===== config.mk =====
export PLATFORM = sky130hd
export DESIGN_NAME = row_stripe_profiler_flat
export DESIGN_NICKNAME = d
export VERILOG_FILES = /design/src/rtl/zebra_pkg.sv /design/src/rtl/row_stripe_profiler_if.sv /design/src/rtl/row_summary_fifo.sv /design/src/rtl/row_stripe_profiler.sv /design/src/flat_wrapper.sv
export SDC_FILE = /design/constraint.sdc
export NUM_CORES = 1
export LEC_CHECK = 0
export ABC_AREA = 0
export CAP_MARGIN = 10
export CORE_ASPECT_RATIO = 1.25
export CORE_MARGIN = 1
export CORE_UTILIZATION = 50
export CTS_CLUSTER_SIZE = 16
export DETAILED_ROUTE_END_ITERATION = 10
export HOLD_SLACK_MARGIN = 0.15
export PLACE_DENSITY = 0.72
export SLEW_MARGIN = 20
export SYNTH_ARGS = -nofsm -noshare
export SYNTH_HDL_FRONTEND = slang
export SYNTH_HIERARCHICAL = 1
export SYNTH_SLANG_ARGS = --single-unit
export TNS_END_PERCENT = 5

===== constraint.sdc =====
create_clock -name clk -period 2.1 [get_ports clk]
set_input_delay 0.42 -clock clk [delete_from_list [all_inputs] [get_ports clk]]
set_output_delay 0.42 -clock clk [all_outputs]
set_load 0.01 [all_outputs]

===== src/rtl/zebra_pkg.sv =====
// Shared types and default thresholds for the row stripe profiler and the zebra crossing detector.
package zebra_pkg;

    localparam int DEF_IMG_WIDTH         = 640;
    localparam int DEF_IMG_HEIGHT        = 480;
    localparam int DEF_PIXEL_W           = 8;
    localparam int DEF_EDGE_THRESHOLD    = 50;
    localparam int DEF_MIN_EDGES_PER_ROW = 80;
    localparam int DEF_MIN_RUN           = 4;

    localparam int SUM_IDX_W = $clog2(DEF_IMG_HEIGHT);
    localparam int SUM_EC_W  = $clog2(DEF_IMG_WIDTH + 1);
    localparam int SEG_W     = 8;

    typedef struct packed {
        logic [SUM_IDX_W-1:0] index;
        logic [SUM_EC_W-1:0]  edge_count;
        logic [SEG_W-1:0]     segment_count;
        logic                 is_stripe;
    } row_summary_t;

    typedef enum logic {
        IDLE   = 1'b0,
        STREAM = 1'b1
    } prof_state_t;

    function automatic logic [SEG_W-1:0] sat_inc_seg(input logic [SEG_W-1:0] v);
        return (v == '1) ? v : v + 1'b1;
    endfunction

endpackage


===== src/rtl/row_stripe_profiler_if.sv =====
// Row summary valid/ready channel from the profiler to its consumer.
interface row_stripe_profiler_if #(
    parameter int IDX_W = 9,
    parameter int EC_W  = 10
) ();
    import zebra_pkg::*;

    logic               row_valid;
    logic               row_ready;
    logic [IDX_W-1:0]   row_index;
    logic [EC_W-1:0]    row_edge_count;
    logic [SEG_W-1:0]   row_segment_count;
    logic               row_is_stripe;

    modport master (
        output row_valid, row_index, row_edge_count, row_segment_count, row_is_stripe,
        input  row_ready
    );

    modport slave (
        input  row_valid, row_index, row_edge_count, row_segment_count, row_is_stripe,
        output row_ready
    );

endinterface


===== src/rtl/row_summary_fifo.sv =====
// Small in-order summary buffer; a push while full succeeds only when a pop happens in the same cycle.
module row_summary_fifo
    import zebra_pkg::*;
#(
    parameter int  DEPTH = 2,
    parameter type T     = row_summary_t
) (
    input  logic clk,
    input  logic rst,
    input  logic push,
    input  T     din,
    output logic full,
    input  logic pop,
    output T     dout,
    output logic empty
);

    localparam int PTR_W = (DEPTH > 1) ? $clog2(DEPTH) : 1;
    localparam int CNT_W = $clog2(DEPTH + 1);

    T                 r_mem [DEPTH];
    logic [PTR_W-1:0] r_wr;
    logic [PTR_W-1:0] r_rd;
    logic [CNT_W-1:0] r_cnt;
    logic             w_do_push;
    logic             w_do_pop;

    function automatic logic [PTR_W-1:0] next_ptr(input logic [PTR_W-1:0] p);
        return (p == PTR_W'(DEPTH - 1)) ? '0 : p + 1'b1;
    endfunction

    assign empty     = (r_cnt == '0);
    assign full      = (r_cnt == CNT_W'(DEPTH));
    assign w_do_pop  = pop && !empty;
    assign w_do_push = push && (!full || w_do_pop);
    assign dout      = r_mem[r_rd];

    always_ff @(posedge clk or posedge rst) begin
        if (rst) begin
            r_wr  <= '0;
            r_rd  <= '0;
            r_cnt <= '0;
            for (int unsigned i = 0; i < DEPTH; i++) begin
                r_mem[i] <= '0;
            end
        end else begin
            if (w_do_push) begin
                r_mem[r_wr] <= din;
                r_wr        <= next_ptr(r_wr);
            end
            if (w_do_pop) begin
                r_rd <= next_ptr(r_rd);
            end
            case ({w_do_push, w_do_pop})
                2'b10:   r_cnt <= r_cnt + 1'b1;
                2'b01:   r_cnt <= r_cnt - 1'b1;
                default: r_cnt <= r_cnt;
            endcase
        end
    end

endmodule


===== src/rtl/row_stripe_profiler.sv =====
// Thresholds streamed edge pixels and emits one {index, edge count, segments, stripe} summary per row.
// Define ROW_PROFILER_STATS_EN to count stripe rows per frame onto frame_stripe_rows.
module row_stripe_profiler
    import zebra_pkg::*;
#(
    parameter int IMG_WIDTH         = DEF_IMG_WIDTH,
    parameter int IMG_HEIGHT        = DEF_IMG_HEIGHT,
    parameter int W                 = DEF_PIXEL_W,
    parameter int EDGE_THRESHOLD    = DEF_EDGE_THRESHOLD,
    parameter int MIN_EDGES_PER_ROW = DEF_MIN_EDGES_PER_ROW,
    parameter int MIN_RUN           = DEF_MIN_RUN
) (
    input  logic                              clk,
    input  logic                              rst,
    input  logic                              pixel_valid,
    input  logic [W-1:0]                      edge_pixel,
    input  logic                              sof,
    row_stripe_profiler_if.master             row_out,
    output logic                              frame_done,
    output logic                              overflow,
    output logic                              sync_error,
    output logic [$clog2(IMG_HEIGHT+1)-1:0]   frame_stripe_rows
);

    localparam int X_W   = $clog2(IMG_WIDTH);
    localparam int Y_W   = $clog2(IMG_HEIGHT);
    localparam int EC_W  = $clog2(IMG_WIDTH + 1);
    localparam int FS_W  = $clog2(IMG_HEIGHT + 1);
    localparam int RUN_W = $clog2(MIN_RUN + 1);

    typedef struct packed {
        logic [Y_W-1:0]   index;
        logic [EC_W-1:0]  edge_count;
        logic [SEG_W-1:0] segment_count;
        logic             is_stripe;
    } sum_t;

    prof_state_t      r_state;
    logic [X_W-1:0]   r_x;
    logic [Y_W-1:0]   r_y;
    logic [EC_W-1:0]  r_ec;
    logic [RUN_W-1:0] r_run;
    logic [SEG_W-1:0] r_seg;
    logic             r_push;
    sum_t             r_sum;
    logic             r_frame_done;
    logic             r_overflow;
    logic             r_sync_error;

    logic             w_accept;
    logic             w_restart;
    logic             w_desync;
    logic [X_W-1:0]   w_x;
    logic [Y_W-1:0]   w_y;
    logic [EC_W-1:0]  w_ec_base;
    logic [RUN_W-1:0] w_run_base;
    logic [SEG_W-1:0] w_seg_base;
    logic             w_is_edge;
    logic [EC_W-1:0]  w_ec_next;
    logic [RUN_W-1:0] w_run_next;
    logic [SEG_W-1:0] w_seg_next;
    logic             w_row_end;
    logic             w_frame_end;
    logic             w_full;
    logic             w_empty;
    sum_t             w_head;

    // Any sof pixel is treated as (0,0) with fresh accumulators, whether it starts or resyncs a frame.
    assign w_accept   = pixel_valid && (r_state == STREAM || sof);
    assign w_restart  = pixel_valid && sof;
    assign w_desync   = w_restart && (r_state == STREAM) && (r_x != '0 || r_y != '0);
    assign w_x        = w_restart ? '0 : r_x;
    assign w_y        = w_restart ? '0 : r_y;
    assign w_ec_base  = w_restart ? '0 : r_ec;
    assign w_run_base = w_restart ? '0 : r_run;
    assign w_seg_base = w_restart ? '0 : r_seg;

    assign w_is_edge  = edge_pixel > W'(EDGE_THRESHOLD);
    assign w_ec_next  = w_ec_base + EC_W'(w_is_edge);
    assign w_run_next = !w_is_edge ? '0 :
                        (w_run_base == RUN_W'(MIN_RUN)) ? w_run_base : w_run_base + 1'b1;
    assign w_seg_next = (w_is_edge && w_run_base == RUN_W'(MIN_RUN - 1)) ?
                        sat_inc_seg(w_seg_base) : w_seg_base;
    assign w_row_end   = (w_x == X_W'(IMG_WIDTH - 1));
    assign w_frame_end = w_row_end && (w_y == Y_W'(IMG_HEIGHT - 1));

    always_ff @(posedge clk or posedge rst) begin
        if (rst) begin
            r_state      <= IDLE;
            r_x          <= '0;
            r_y          <= '0;
            r_ec         <= '0;
            r_run        <= '0;
            r_seg        <= '0;
            r_push       <= 1'b0;
            r_sum        <= '0;
            r_frame_done <= 1'b0;
            r_overflow   <= 1'b0;
            r_sync_error <= 1'b0;
        end else begin
            r_push       <= 1'b0;
            r_frame_done <= 1'b0;
            if (w_desync) begin
                r_sync_error <= 1'b1;
            end
            if (r_push && w_full && !row_out.row_ready) begin
                r_overflow <= 1'b1;
            end
            if (w_accept) begin
                if (w_row_end) begin
                    r_push              <= 1'b1;
                    r_sum.index         <= w_y;
                    r_sum.edge_count    <= w_ec_next;
                    r_sum.segment_count <= w_seg_next;
                    r_sum.is_stripe     <= (w_ec_next >= EC_W'(MIN_EDGES_PER_ROW));
                    r_x                 <= '0;
                    r_ec                <= '0;
                    r_run               <= '0;
                    r_seg               <= '0;
                    if (w_frame_end) begin
                        r_y          <= '0;
                        r_state      <= IDLE;
                        r_frame_done <= 1'b1;
                    end else begin
                        r_y     <= w_y + 1'b1;
                        r_state <= STREAM;
                    end
                end else begin
                    r_x     <= w_x + 1'b1;
                    r_y     <= w_y;
                    r_ec    <= w_ec_next;
                    r_run   <= w_run_next;
                    r_seg   <= w_seg_next;
                    r_state <= STREAM;
                end
            end
        end
    end

    row_summary_fifo #(
        .DEPTH (2),
        .T     (sum_t)
    ) u_fifo (
        .clk   (clk),
        .rst   (rst),
        .push  (r_push),
        .din   (r_sum),
        .full  (w_full),
        .pop   (row_out.row_ready),
        .dout  (w_head),
        .empty (w_empty)
    );

    assign row_out.row_valid         = !w_empty;
    assign row_out.row_index         = w_head.index;
    assign row_out.row_edge_count    = w_head.edge_count;
    assign row_out.row_segment_count = w_head.segment_count;
    assign row_out.row_is_stripe     = w_head.is_stripe;

    assign frame_done = r_frame_done;
    assign overflow   = r_overflow;
    assign sync_error = r_sync_error;

`ifdef ROW_PROFILER_STATS_EN
    logic [FS_W-1:0] r_stripe_cnt;
    logic [FS_W-1:0] r_frame_stripe_rows;
    logic [FS_W-1:0] w_stripe_cnt_next;

    // The last row's own flag is folded in on the frame_done cycle before the snapshot.
    assign w_stripe_cnt_next = r_stripe_cnt + FS_W'(r_sum.is_stripe);

    always_ff @(posedge clk or posedge rst) begin
        if (rst) begin
            r_stripe_cnt        <= '0;
            r_frame_stripe_rows <= '0;
        end else if (r_push) begin
            if (r_frame_done) begin
                r_frame_stripe_rows <= w_stripe_cnt_next;
                r_stripe_cnt        <= '0;
            end else begin
                r_stripe_cnt <= w_stripe_cnt_next;
            end
        end
    end

    assign frame_stripe_rows = r_frame_stripe_rows;
`else
    assign frame_stripe_rows = '0;
`endif

endmodule


===== src/flat_wrapper.sv =====
// flat-port wrapper written by rule: the top's interface ports become plain ports
module row_stripe_profiler_flat import zebra_pkg::*;
#(
    parameter int IMG_WIDTH         = DEF_IMG_WIDTH,
    parameter int IMG_HEIGHT        = DEF_IMG_HEIGHT,
    parameter int W                 = DEF_PIXEL_W,
    parameter int EDGE_THRESHOLD    = DEF_EDGE_THRESHOLD,
    parameter int MIN_EDGES_PER_ROW = DEF_MIN_EDGES_PER_ROW,
    parameter int MIN_RUN           = DEF_MIN_RUN
)
  (clk, rst, pixel_valid, edge_pixel, sof, frame_done, overflow, sync_error, frame_stripe_rows, row_out_row_valid, row_out_row_index, row_out_row_edge_count, row_out_row_segment_count, row_out_row_is_stripe, row_out_row_ready);
  row_stripe_profiler_if row_out_i ();
  input  logic clk;
  input  logic rst;
  input  logic pixel_valid;
  input  logic [W-1:0] edge_pixel;
  input  logic sof;
  output logic frame_done;
  output logic overflow;
  output logic sync_error;
  output logic [$clog2(IMG_HEIGHT+1)-1:0] frame_stripe_rows;
  output wire logic [$bits(row_out_i.row_valid)-1:0] row_out_row_valid;
  output wire logic [$bits(row_out_i.row_index)-1:0] row_out_row_index;
  output wire logic [$bits(row_out_i.row_edge_count)-1:0] row_out_row_edge_count;
  output wire logic [$bits(row_out_i.row_segment_count)-1:0] row_out_row_segment_count;
  output wire logic [$bits(row_out_i.row_is_stripe)-1:0] row_out_row_is_stripe;
  input wire logic [$bits(row_out_i.row_ready)-1:0] row_out_row_ready;
  assign row_out_row_valid = row_out_i.row_valid;
  assign row_out_row_index = row_out_i.row_index;
  assign row_out_row_edge_count = row_out_i.row_edge_count;
  assign row_out_row_segment_count = row_out_i.row_segment_count;
  assign row_out_row_is_stripe = row_out_i.row_is_stripe;
  assign row_out_i.row_ready = row_out_row_ready;
  row_stripe_profiler #(.IMG_WIDTH(IMG_WIDTH), .IMG_HEIGHT(IMG_HEIGHT), .W(W), .EDGE_THRESHOLD(EDGE_THRESHOLD), .MIN_EDGES_PER_ROW(MIN_EDGES_PER_ROW), .MIN_RUN(MIN_RUN)) u_core (.clk(clk), .rst(rst), .pixel_valid(pixel_valid), .edge_pixel(edge_pixel), .sof(sof), .row_out(row_out_i), .frame_done(frame_done), .overflow(overflow), .sync_error(sync_error), .frame_stripe_rows(frame_stripe_rows));
endmodule

## Word-level counts from Yosys, hierarchy flattened

Cells that the tools add are included.

- Flip-flop bits (word level): 133
- Bits of input ports: 13
- Output and inout bits: 41
- Word-level logic and storage cells: 102

- $add $sub $neg: 9
- $lt $le $gt $ge: 5
- Equal/unequal tests: 8
- Multiplexer cells: 31
- Bitwise gates (word level): 2
- Reductions and logical operators: 22

Operators by type and width:

| cell | number |
|---|---|
| $mux W28 | 4 |
| $bwmux W56 | 1 |
| $mux W10 | 4 |
| $mux W8 | 4 |
| $demux W28 S1 | 1 |
| $mux W9 | 3 |
| $mux W3 | 4 |
| $logic_and A1 B1 Y1 | 11 |
| $add A10 B1 Y10 | 1 |
| $add A10 B1 Y10 const B | 1 |
| $eq A10 B10 Y1 const B | 1 |
| $ge A10 B7 Y1 const B | 1 |
| $reduce_bool A10 Y1 | 1 |
| $add A9 B1 Y9 const B | 1 |
| $eq A9 B9 Y1 const B | 1 |
| $mux W1 | 9 |
| $reduce_bool A9 Y1 | 1 |
| $add A8 B1 Y8 const B | 1 |
| $eq A8 B8 Y1 const B | 1 |
| $gt A8 B6 Y1 const B | 1 |
| $eq A2 B2 Y1 const B | 2 |
| $ge A2 B2 Y1 const B | 2 |
| $not A1 Y2 | 2 |
| $pmux W2 S2 | 1 |
| 13 further kinds | 18 |

## Depth between registers and ports, before layout

- Depth after elaboration: 7
- Gate-level depth with buffers: 13
- Mapped depth without buffers: 10

## By module

The synthesis kept the hierarchy.

Modules (own cells, without submodules):

| module | instances | cells each | area an instance (um^2) | sequential area each (um^2) |
|---|---|---|---|---|
| row_stripe_profiler | 1 | 436 | 3953.8 | 1826.8 |
| row_summary_fifo | 1 | 176 | 2637.5 | 1501.4 |

## Worst setup path after synthesis

Ideal clock, no wire load.

- Path kind: input-to-reg
- Start point: input port sof
- End point: register u_core/r_sum[0] in the netlist's numbering
- Arrival time: 2746 ps
- Required time: 1976 ps
- Setup slack: -770 ps
- Stages on the path: 11
- Buffers on the path: 4
- Cells stage by stage: buf_2 > nand2_1 > clkbuf_1 > clkbuf_1 > and2_1 > ha_1 > nand4_1 > nor4_4 > nand2_2 > buf_2 > a211o_1

- Longest elaborated chain between the ends: 4
- Elaborated cells on any way between the ends: 9
- Those cells by class: add/sub (1); order compare (1); eq/ne (1); mux (2); reduce/logical (4)

RTL lines:

| item | RTL line | text |
|---|---|---|
| start: declaration | flat_wrapper.sv:17 | `input logic sof;` |
| $logic_and A1 B1 Y1 | row_stripe_profiler.sv:70 | `assign w_restart = pixel_valid && sof;` |
| $mux W10 (on tied branches) | row_stripe_profiler.sv:74, row_stripe_profiler.sv:72 |  |
| $add A10 B1 Y10 / $eq A10 B10 Y1 (equally long branches) | row_stripe_profiler.sv:79, row_stripe_profiler.sv:84 |  |
| $ge A10 B7 Y1 / $reduce_and A2 Y1 (equally long branches) | - |  |
| end: declaration | row_stripe_profiler.sv:45 | `sum_t r_sum;` |

Parallel ways exist; a longest one is shown, timed or not.
A chain may end at the register's enable or synchronous reset.

## Final worst setup path

- Start point: register u_core.u_fifo.r_cnt[0]
- End point: output port row_out_row_valid

- Longest elaborated chain between the ends: 2

RTL lines:

| item | RTL line | text |
|---|---|---|
| start: declaration | row_summary_fifo.sv:24 | `logic [CNT_W-1:0] r_cnt;` |
| start signal: assignment | row_summary_fifo.sv:55 | `2'b10: r_cnt <= r_cnt + 1'b1;` |
| start signal: assignment | row_summary_fifo.sv:56 | `2'b01: r_cnt <= r_cnt - 1'b1;` |
| start signal: assignment | row_summary_fifo.sv:57 | `default: r_cnt <= r_cnt;` |
| $logic_not A2 Y1 | row_summary_fifo.sv:32 | `assign empty = (r_cnt == '0);` |
| named net u_core.w_empty | row_stripe_profiler.sv:65 | `logic w_empty;` |
| $logic_not A1 Y1 | row_stripe_profiler.sv:154 | `assign row_out.row_valid = !w_empty;` |
| end: declaration | flat_wrapper.sv:22 | `output wire logic [$bits(row_out_i.row_valid)-1:0] row_out_row_valid;` |

The timed path passes the listed nets, and every way through them passes these cells.

==> impl_results.md <==
* Post-CTS Hold Buffers at 0
* Synth top area share at 50.49%
* Core ar. at 0.01278 mm2
* Final Hold Fails at 0
* Final setup violation count at 0
* Total track usage at 25.27%
* Placed inst area at 0.007737 mm2
* Critical path peak fanout at 8
* # nets final at 747
* CTS Sinks at 133
* Total CTS buffers at 17
* Chip Height at 130.4 um
* Row cnt at 46
* Synth top area cells: dfrtp_1 50%, mux2_2 15%, nand2_1 4.5%, o21ai_0 3.5%, ha_1 1.7%
* Hold crit path type: in2async
* Ys flop type: dfrtp_1
* Post-route cell area at 0.008608 mm2
* DPL Wire Length at 10620 um
* Tmin final at 2048 ps
* First-pass GRT wire length at 26940 um
* Status: completed
* Total die area at 0.01365 mm2
* Synthesized flop and latch total at 133
* Post-Syn Area at 0.006591 mm2
* Gate Count Post-Synth at 612
* Initial core utilization at 51.59%
* P&R area growth vs syn at 30.60%
* Worst hold slack at 441.4 ps
* Average cell area after synthesis at 10.77 um2
* R2R depth at 8
* Drt initial violations at 394
* Final Worst Setup Slack at 51.75 ps
* Yosys warns at 6
* Drt via density at 5.753
* Post-synth EDFFs at 0
* CP Class: reg2out
* Initial antenna violation count at 0
* Remaining routing DRC violations at 0
* Worst-path clk slew at 60 ps
* I/O Buffers at 44
* Non-Filler Instances at 906
* Final clock skew at 5.438 ps
* Post-synth top cells: 133 x dfrtp_1, 88 x mux2_2, 79 x nand2_1
* Routed Antenna Nets at 0
* Max Clock Freq at 0.4882 GHz
* Critical Path RT at 1680 ps
* Place WS at -717.8 ps
* Peak supply drop at 399.9 uV
* Pleak at 4.068 nW
* Placer Congestion at 0.8512
* Pwr Density at 807.2 mW/mm2
* Root buf cell: clkbuf_16
* CP Data Arrival Time at 1630 ps
* Die width at 104.7 um
* Detailed Routing Iterations Pass 1 at 5
* Tcrit/Tclk final at 97.54%
* Vias at 5212
* Max-Cap Viols at 0
* Num ports at 54
* RSZ-0062 raised after global routing: true
* Sequential cell area fraction in the yosys report at 50.49%
* Async S/R FF share, synth at 100.0%
* Critical Path Source Type: flop
* Diodes inserted at 0
* Most frequent cell after synthesis: dfrtp_1
* Dpl cells at 862
* CTS Buffer Depth at 2
* Leading area contributor after synthesis: dfrtp_1
* H-Tree Depth at 4
* Remaining Overflow, GRT at 0
* Skew-Pair Late Insertion Delay at 410 ps
* WL/cell at 18.16 um
* CP endpoint kind: output port
* CTS tree: yes
* Share of layout cells above drive strength 1 at 36.86%
* Final WL at 16460 um
* Largest net degree at the start of global routing at 74
* Number of global-route vias before repair at 5325
* Count of cell types in the netlist at 65
* Max-slew violations at 0
* FILL cells at 967
* Post-Route Utilization at 67.37%
==> critical path, stage by stage (launching register included) <==
cell             delay, ps
dfrtp_1                520
nor2_1                 110
inv_1                   60
clkdlybuf4s50_1        520
==> kinds of logic after synthesis <==
group                      after synthesis  synth area share (%)
AOI/OAI and AO/OA                      115                 11.20
and+or+nand+nor                        188                 14.33
other                                    1               0.05689
buffers and inverters                   58                 4.442
muxes                                   92                 15.64
xor gates and xnor gates                16                 2.126
adders and majority gates                9                 1.708
DFF                                    133                 50.49
==> where the power goes <==
part	internal [W]	leakage, nW	switching [W]	total (W)
clock	0.00182	0.291	0.00119	0.00300
combinational	0.000618	1.95	0.000565	0.00118
sequential	0.00266	1.82	0.000106	0.00276
==> routing by layer <==
layer | track usage, % | part of all wire [%] | wire, um
met1 | 30.92 | 42 | 6883
met2 | 45.42 | 53 | 8695
met3 | 3.770 | 3.4 | 563
met4 | 9.859 | 1.9 | 314
met5 | 0 | 0 | 0
==> worst paths after layout <==
kind                                        start                       to  slack, ps
hold / removal                                rst  u_core/u_fifo/r_mem[38]        440
setup reg to reg                    u_core/r_x[0]           u_core/r_ec[6]         80
hold reg to reg                     u_core/r_y[4]            u_core/r_y[4]        490
setup / recovery           u_core/u_fifo/r_cnt[0]        row_out_row_valid         50
min in group clk                    u_core/r_y[4]            u_core/r_y[4]        490
max in group asynchronous                     rst            u_core/r_x[3]       1300
==> placed cells by master (no fill, tap or decap), drive strengths merged, types with 6 or more instances in the layout <==
master         Yosys  final
nor3              10     10
o31ai              8      8
inv               17     24
o21ai             46     46
and3               6      6
dlygate4sd2        0      6
and2              13     13
nand4             13     13
clkbuf            18     21
mux2              88     88
conb               1      9
ha                 9      9
nor4               9      9
nor2              22     22
nand2             80     81
clkdlybuf4s15      0     11
dfrtp            133    133
clkdlybuf4s50      0      6
a21oi             16     16
xnor2             11     11
buf               23     98
nand3             18     18
==> cell type report <==
| cell class | count | area, um2 | share of cell area [%] |
|---|---|---|---|
| clock buffer | 18 | 439.2 | 5.102 |
| clock inverter | 14 | 165.2 | 1.919 |
| inverter | 17 | 63.81 | 0.7413 |
| multi-input combinational | 430 | 3216 | 37.35 |
| sequential | 133 | 3329 | 38.68 |
| tap | 168 | 210.2 | 2.442 |
| timing repair buffer | 126 | 1185 | 13.76 |
==> through the flow <==
stage | setup TNS [ps] | power [W]
after CTS | -361.1 | 0.006987
after detailed placement | -35220 | 0.003698
final | 0 | 0.006948
after global placement | -31780 | 0.003670
after global routing | -91.57 | 0.007214
after floorplan | -25650 | 0.003355
==> registers in the layout (all words and copies together) (netlist names), 2 cells and up <==
name                 count
u_core/r_sum            28
u_core/r_x              10
u_core/r_run             3
u_core/r_y               9
u_core/r_ec             10
u_core/u_fifo/r_cnt      2
u_core/r_seg             8
u_core/u_fifo/r_mem     56
==> timing repair <==
| action | 4_1_cts | 5_1_grt |
|---|---|---|
| gates cloned | 5 | 0 |
| buffers inserted | 6 | 1 |
| resized for setup | 105 | 55 |
| pin swaps | 11 | 12 |
| endpoints found under the setup margin | 91 | 40 |
Note: power is estimated with default switching activity, not from simulation.
